<file path="src/rtl/port_arbiter.sv">
// port_arbiter: two-master (CPU / host) arbiter and sequencer for the 16-bit port I/O bus.
// Optional macro PORT_ARB_TIMEOUT_EN aborts a BUS transfer after TIMEOUT_CYCLES cycles without portready.
module port_arbiter #(
    parameter int WORD_SIZE = 16
`ifdef PORT_ARB_TIMEOUT_EN
    ,
    parameter int TIMEOUT_CYCLES = 255
`endif
) (
    input  logic                 clk,
    input  logic                 do_reset_n,
    input  logic [WORD_SIZE-1:0] cpu_addr,
    input  logic [WORD_SIZE-1:0] cpu_val,
    input  logic                 cpu_get,
    input  logic                 cpu_set,
    output logic [WORD_SIZE-1:0] cpu_rdata,
    output logic                 cpu_done,
    output logic                 cpu_err,
    input  logic [WORD_SIZE-1:0] host_addr,
    input  logic [WORD_SIZE-1:0] host_val,
    input  logic                 host_get,
    input  logic                 host_set,
    output logic [WORD_SIZE-1:0] host_rdata,
    output logic                 host_done,
    output logic                 host_err,
    output logic [WORD_SIZE-1:0] portaddr,
    output logic [WORD_SIZE-1:0] portval,
    output logic                 portget,
    output logic                 portset,
    input  logic [WORD_SIZE-1:0] portout,
    input  logic                 portready,
    output logic                 grant,
    output logic                 busy
);

    typedef enum logic [1:0] {
        IDLE,
        BUS,
        RESP
    } state_t;

    state_t               r_state;
    logic                 r_lastGrant;
    logic                 r_grant;
    logic [WORD_SIZE-1:0] r_portaddr;
    logic [WORD_SIZE-1:0] r_portval;
    logic                 r_portget;
    logic                 r_portset;
    logic [WORD_SIZE-1:0] r_cpuRdata;
    logic [WORD_SIZE-1:0] r_hostRdata;
    logic                 r_cpuDone;
    logic                 r_hostDone;

`ifdef PORT_ARB_TIMEOUT_EN
    localparam logic [7:0] TIMEOUT_LIMIT = 8'(TIMEOUT_CYCLES);
    logic [7:0]           r_timer;
    logic                 r_cpuErr;
    logic                 r_hostErr;
`endif

    logic                 w_cpuReq;
    logic                 w_hostReq;
    logic                 w_pickHost;
    logic                 w_pickSet;
    logic [WORD_SIZE-1:0] w_pickAddr;
    logic [WORD_SIZE-1:0] w_pickVal;

    // On a tie the master that did not win last time gets the bus.
    assign w_cpuReq   = cpu_get | cpu_set;
    assign w_hostReq  = host_get | host_set;
    assign w_pickHost = w_hostReq & (~w_cpuReq | ~r_lastGrant);
    assign w_pickSet  = w_pickHost ? host_set  : cpu_set;
    assign w_pickAddr = w_pickHost ? host_addr : cpu_addr;
    assign w_pickVal  = w_pickHost ? host_val  : cpu_val;

    always_ff @(posedge clk or negedge do_reset_n) begin
        if (!do_reset_n) begin
            r_state     <= IDLE;
            r_lastGrant <= 1'b1;
            r_grant     <= 1'b0;
            r_portaddr  <= '0;
            r_portval   <= '0;
            r_portget   <= 1'b0;
            r_portset   <= 1'b0;
            r_cpuRdata  <= '0;
            r_hostRdata <= '0;
            r_cpuDone   <= 1'b0;
            r_hostDone  <= 1'b0;
`ifdef PORT_ARB_TIMEOUT_EN
            r_timer     <= 8'd0;
            r_cpuErr    <= 1'b0;
            r_hostErr   <= 1'b0;
`endif
        end else begin
            case (r_state)
                IDLE: begin
                    if (w_cpuReq || w_hostReq) begin
                        r_state     <= BUS;
                        r_grant     <= w_pickHost;
                        r_lastGrant <= w_pickHost;
                        r_portaddr  <= w_pickAddr;
                        r_portval   <= w_pickVal;
                        r_portset   <= w_pickSet;
                        r_portget   <= ~w_pickSet;
`ifdef PORT_ARB_TIMEOUT_EN
                        r_timer     <= 8'd0;
`endif
                    end
                end
                BUS: begin
                    if (portready) begin
                        r_state   <= RESP;
                        r_portget <= 1'b0;
                        r_portset <= 1'b0;
                        if (r_grant) begin
                            r_hostDone <= 1'b1;
                            if (r_portget) begin
                                r_hostRdata <= portout;
                            end
                        end else begin
                            r_cpuDone <= 1'b1;
                            if (r_portget) begin
                                r_cpuRdata <= portout;
                            end
                        end
                    end
`ifdef PORT_ARB_TIMEOUT_EN
                    else if (r_timer == TIMEOUT_LIMIT) begin
                        r_state   <= RESP;
                        r_portget <= 1'b0;
                        r_portset <= 1'b0;
                        if (r_grant) begin
                            r_hostRdata <= '1;
                            r_hostDone  <= 1'b1;
                            r_hostErr   <= 1'b1;
                        end else begin
                            r_cpuRdata <= '1;
                            r_cpuDone  <= 1'b1;
                            r_cpuErr   <= 1'b1;
                        end
                    end else begin
                        r_timer <= r_timer + 8'd1;
                    end
`endif
                end
                RESP: begin
                    r_state    <= IDLE;
                    r_cpuDone  <= 1'b0;
                    r_hostDone <= 1'b0;
`ifdef PORT_ARB_TIMEOUT_EN
                    r_cpuErr   <= 1'b0;
                    r_hostErr  <= 1'b0;
`endif
                end
                default: begin
                    r_state <= IDLE;
                end
            endcase
        end
    end

    assign portaddr   = r_portaddr;
    assign portval    = r_portval;
    assign portget    = r_portget;
    assign portset    = r_portset;
    assign grant      = r_grant;
    assign busy       = (r_state != IDLE);
    assign cpu_rdata  = r_cpuRdata;
    assign host_rdata = r_hostRdata;
    assign cpu_done   = r_cpuDone;
    assign host_done  = r_hostDone;

`ifdef PORT_ARB_TIMEOUT_EN
    assign cpu_err    = r_cpuErr;
    assign host_err   = r_hostErr;
`else
    assign cpu_err    = 1'b0;
    assign host_err   = 1'b0;
`endif

endmodule

</file>
<file path="config.mk">
export PLATFORM = sky130hd
export DESIGN_NAME = port_arbiter
export DESIGN_NICKNAME = d
export VERILOG_FILES = /design/src/rtl/port_arbiter.sv
export SDC_FILE = /design/constraint.sdc
export NUM_CORES = 1
export LEC_CHECK = 0
export CAP_MARGIN = 20
export CORE_MARGIN = 2
export CORE_UTILIZATION = 42
export DETAILED_ROUTE_END_ITERATION = 7
export PLACE_DENSITY = 0.84
export SLEW_MARGIN = 15
export SYNTH_ARGS = -nofsm -noshare
export SYNTH_HDL_FRONTEND = slang
export SYNTH_SLANG_ARGS = --single-unit
export TNS_END_PERCENT = 30
</file>
<file path="constraint.sdc">
create_clock -name clk -period 3.8 [get_ports clk]
set_input_delay 0.57 -clock clk [delete_from_list [all_inputs] [get_ports clk]]
set_output_delay 0.57 -clock clk [all_outputs]
set_load 0.03 [all_outputs]
</file>
### After elaboration in Yosys (flattened, before gate mapping)

Cells that the tools add are included.

| operators by class | value |
|---|---|
| multiplexer cells | 17 |
| reductions and logical operators | 12 |
| equal/unequal tests | 6 |
| bitwise gates (word level) | 8 |

Operators by type and width:

| kind | count |
|---|---|
| 2-to-1 mux 16 bit | 2 |
| AND reduction 3 bit | 3 |
| 2-to-1 mux 1 bit | 8 |
| inequality test 2 bit (second input constant) | 4 |
| case mux 1 bit (2 select lines) | 4 |
| AND reduction 4 bit | 2 |
| nonzero test 2 bit | 3 |
| 2-to-1 mux 2 bit | 2 |
| inverter 1 bit | 4 |
| case mux 2 bit (2 select lines) | 1 |
| AND reduction 2 bit | 2 |
| OR 1 bit | 3 |
| equality test 2 x 1 -> 1 bit (second input constant) | 1 |
| equality test 2 bit (second input constant) | 1 |
| zero test 2 bit | 1 |
| bitwise AND 1 bit | 1 |
| logical OR 1 bit | 1 |

| storage, ports and cells | value |
|---|---|
| input bits | 87 |
| word-level logic and storage cells | 54 |
| register bits after elaboration | 72 |

### Logic depth before layout (Yosys ltp)

| logic depth | value |
|---|---|
| depth after elaboration | 8 |
| mapped depth | 7 |

### Worst setup path after synthesis

No wires, ideal clock.

| timing path | value |
|---|---|
| path kind | input -> register |
| start | input portready |
| end | register r_cpuRdata[0] (netlist: cpu_rdata[0]) |
| data arrival time | 1.516 ns |
| required time | 3.675 ns |
| path buffers | 1 |
| stages on the path | 6 |
| slack | 2.159 ns |
| cells stage by stage | nand3_1 > inv_1 > nand2_1 > nor2_4 > buf_6 > mux2_2 |

| between the ends | value |
|---|---|
| longest elaborated chain between the ends | 1 |

RTL lines:

| element | RTL line | text |
|---|---|---|
| start, declared | 31 | `input logic portready,` |
| AND reduction 4 bit (no line) | n/a |  |
| end signal, assigned | 123 | `r_cpuRdata <= portout;` |
| end, declared | 49 | `logic [WORD_SIZE-1:0] r_cpuRdata;` |

No other way between the ends.
A chain may end at the register's enable or synchronous reset.

### Final worst setup path

| timing path | value |
|---|---|
| start | input host_set |
| end | register r_portaddr[0] (netlist: portaddr[0]) |

| between the ends | value |
|---|---|
| longest elaborated chain between the ends | 3 |
| elaborated cells between the ends (all ways) | 5 |

RTL lines:

| element | RTL line | text |
|---|---|---|
| start, declared | 22 | `input logic host_set,` |
| OR 1 bit (*) | 70 | `assign w_hostReq = host_get \| host_set;` |
| bitwise AND 1 bit or logical OR 1 bit (tied branches) | 71, 97 |  |
| 2-to-1 mux 16 bit or AND reduction 2 bit (tied branches) | n/a |  |
| end signal, assigned | 101 | `r_portaddr <= w_pickAddr;` |
| end, declared | 45 | `logic [WORD_SIZE-1:0] r_portaddr;` |

Every way passes the cells marked *; elsewhere a longest branch is shown, timed or not.

==> results.sh <==
export IMPL_status="finished, final reports clean"
export IMPL_crit_path_start_kind="primary input"
export IMPL_dr_total_vias=2721
export IMPL_hold_buffers=0
export IMPL_hold_class="primary input to async pin"
export IMPL_synth_cell_area_um2=3020
export IMPL_p_seq_share_pct=30.5
export IMPL_final_nets=527
export IMPL_root_buffer="clkbuf_8"
export IMPL_final_hold_violation_count=0
export IMPL_row_count=30
export IMPL_finalMaxSlewViolations=0
export IMPL_internal_power_mw=2.54
export IMPL_clkLatencyLatePin_ps=340
export IMPL_finClkSkew_ps=12.9
export IMPL_fmax_mhz=425
export IMPL_max_slew_margin_rel_pct=44.7
export IMPL_place_hpwl_um=6480
export IMPL_p_clk_share_pct=13.8
export IMPL_place_gp_congestion=0.810
export IMPL_ys_seq_area_share_pct=59.7
export IMPL_io_pins=159
export IMPL_grt_usage_pct=22.8
export IMPL_grt_pass1_wl_um=13600
export IMPL_maxCapViolCount=0
export IMPL_crit_slowest_cell="or2_1"
export IMPL_start_util_pct=43.9
export IMPL_h_tree_depth=3
export IMPL_postSynth_asyncResetShare_pct=100
export IMPL_drcViolationCount=0
export IMPL_setup_viol=0
export IMPL_areaGrowthSynthToFinish_pct=61.3
export IMPL_final_layout_size_suffix_gt1_share_pct=13.9
export IMPL_worstPathRequired_ps=4060
export IMPL_slowest_delay_ps=670
export IMPL_dieArea_um2=7880
export IMPL_grt_antenna_before_repair=0
export IMPL_synth_seq_cells=72
export IMPL_clockBufferDepth=2
export IMPL_drt_pass1_iterations=4
export IMPL_fillers=538
export IMPL_cp_end_kind="flop"
export IMPL_setup_worst_path_class="primary input to flop"
export IMPL_dr_first_iter_drc_count=80
export IMPL_crit_chain="clkdlybuf4s50_1 -> nor4_1 -> or2_1 -> buf_12 -> a21oi_1 -> a21oi_1"
export IMPL_finalCriticalPeriod_ps=2350
export IMPL_die_height_um=88.8
export IMPL_power_frac_comb_pct=55.7
export IMPL_critPathArrivalTime_ps=2610
export IMPL_p_total_mw=4.47
export IMPL_switching_share_pct=43.3
export IMPL_routed_via_density=5.03
export IMPL_core_um2=6870
export IMPL_syn_instance_count=284
export IMPL_ir_drop_uv=471
export IMPL_switchingPower_mw=1.94
export IMPL_cts_buffers=9
export IMPL_syn_avg_cell_area_um2=10.6
export IMPL_grt_pass1_vias=2817
export IMPL_die_width_um=88.8
export IMPL_cts_tree="done"
export IMPL_cts_setup_buffers=0
export IMPL_worstMarginPinSlew_ps=830
export IMPL_clkSinkCount=72
export IMPL_globalRouteOverflowTotal=0
export IMPL_cts_resized=0
export IMPL_r2r_slack_ps=1950
export IMPL_antenna_left=0
export IMPL_crit_path_frequent_cell="a21oi_1"
export IMPL_route_detailed_wl_per_inst_um=16.1
export IMPL_tns_ps=0
export IMPL_diodes=0
export IMPL_io_buffers=156
export IMPL_ys_flop_type="dfrtp_1"
export IMPL_power_density_nw_per_um2=919
export IMPL_yosys_warnings=0
export IMPL_wirelength_um=8690
export IMPL_grt_max_degree=36
export IMPL_clk_pin_slew_ps=80
export IMPL_rsz0062_at_grt="no"
export IMPL_crit_fanout=21
export IMPL_synth_edf_count=0
export IMPL_p_leak_nw=2.05
export IMPL_ys_types=29
export IMPL_finalCritPeriodShare_pct=61.9
worst max-delay path: cells and delay by family:
kind	cells	cell delay [ps]
compound gates	2	230
buf+inv	2	710
simple gates	2	1100
cell type report:
cell class,instances,area (µm²),share of cell area (%)
Clock inverter,6,67.6,1.39
Inverter,4,15.0,0.308
Tap cell,96,120,2.47
Timing Repair Buffer,162,1610,33.2
Sequential cell,72,1800,37.0
Clock buffer,10,138,2.83
Multi-Input combinational cell,191,1110,22.8
cell usage after synthesis (2+ instances only):
cell	count	area, µm²
buf_1	3	11.3
inv_1	4	15.0
clkbuf_1	3	11.3
buf_6	2	22.5
nand3_1	2	10.0
buf_2	8	40.0
dfrtp_1	71	1780
nand2_1	36	135
mux2_2	32	360
buf_4	2	15.0
o21ai_0	7	35.0
a21oi_1	65	325
nor2_1	33	124
power by group through the flow:
stage	clock (mW)	combinational (mW)	sequential, mW
CTS	0.633	2.51	1.37
floorplan	0	0.725	2.08
global placement	0	2.45	1.36
global route	0.661	2.65	1.42
detailed placement	0	2.51	1.38
finish	0.618	2.49	1.36
registers in the layout (all words and copies together) (netlist names):
name         cells
cpu_done         1
portval         16
cpu_rdata       16
host_done        1
r_lastGrant      1
portget          1
grant            1
portaddr        16
host_rdata      16
r_state          2
portset          1
worst paths after layout:
kind,cells past startpoint,endpoint,startpoint
worst max-delay path,6,portaddr[0],host_set
worst min-delay path,1,portval[6],do_reset_n
worst max register to register,5,portaddr[3],r_state[0]
worst min register to register,1,host_rdata[7],host_rdata[7]
max in group asynchronous,2,host_rdata[14],do_reset_n
min in group clk,1,host_rdata[7],host_rdata[7]
metrics by stage:
stage | worst slack (ps) | hold WS (ps) | area (µm²) | std cells | util, %
after detailed placement | 1100 | 494 | 4660 | 525 | 67.9
final | 1450 | 331 | 4870 | 541 | 70.9
after global placement | 1210 | 482 | 4660 | 525 | 67.9
after floorplan | 2160 | 274 | 3020 | 285 | -
after global routing | 1250 | 381 | 4870 | 541 | 70.9
after CTS | 1460 | 332 | 4870 | 541 | 70.9
logic make-up (layout without fill, tap and decap cells):
kind of cell           Yosys count  in the layout  share of synthesized area [%]
buffers and inverters           22            182                           3.81
AOI/OAI and AO/OA               78             78                           13.4
and+or+nand+nor                 79             79                           11.0
DFF                             72             72                           59.7
other                            1              2                          0.124
muxes                           32             32                           11.9
layer usage:
metal | vias up | track usage, % | share of wire [%]
li1 | 1270 | - | -
met1 | 1336 | 27.4 | 39
met2 | 98 | 39.7 | 53
met3 | 17 | 3.92 | 4.7
met4 | 0 | 10.7 | 2.7
met5 | - | 0 | 0
layout by cell type, fill, tap and decap left out, types with 2 or more instances in the layout:
cell type / synthesis / routed
a21oi_1: 65 / 65
buf_4: 2 / 5
clkbuf_8: 0 / 10
clkdlybuf4s50_1: 0 / 155
clkinvlp_4: 0 / 2
conb_1: 1 / 2
dfrtp_1: 71 / 71
inv_1: 4 / 4
mux2_2: 32 / 32
nand2_1: 36 / 36
nand3_1: 2 / 2
nor2_1: 33 / 32
o21ai_0: 7 / 7
No activity file was read; power rests on OpenSTA's default activity.
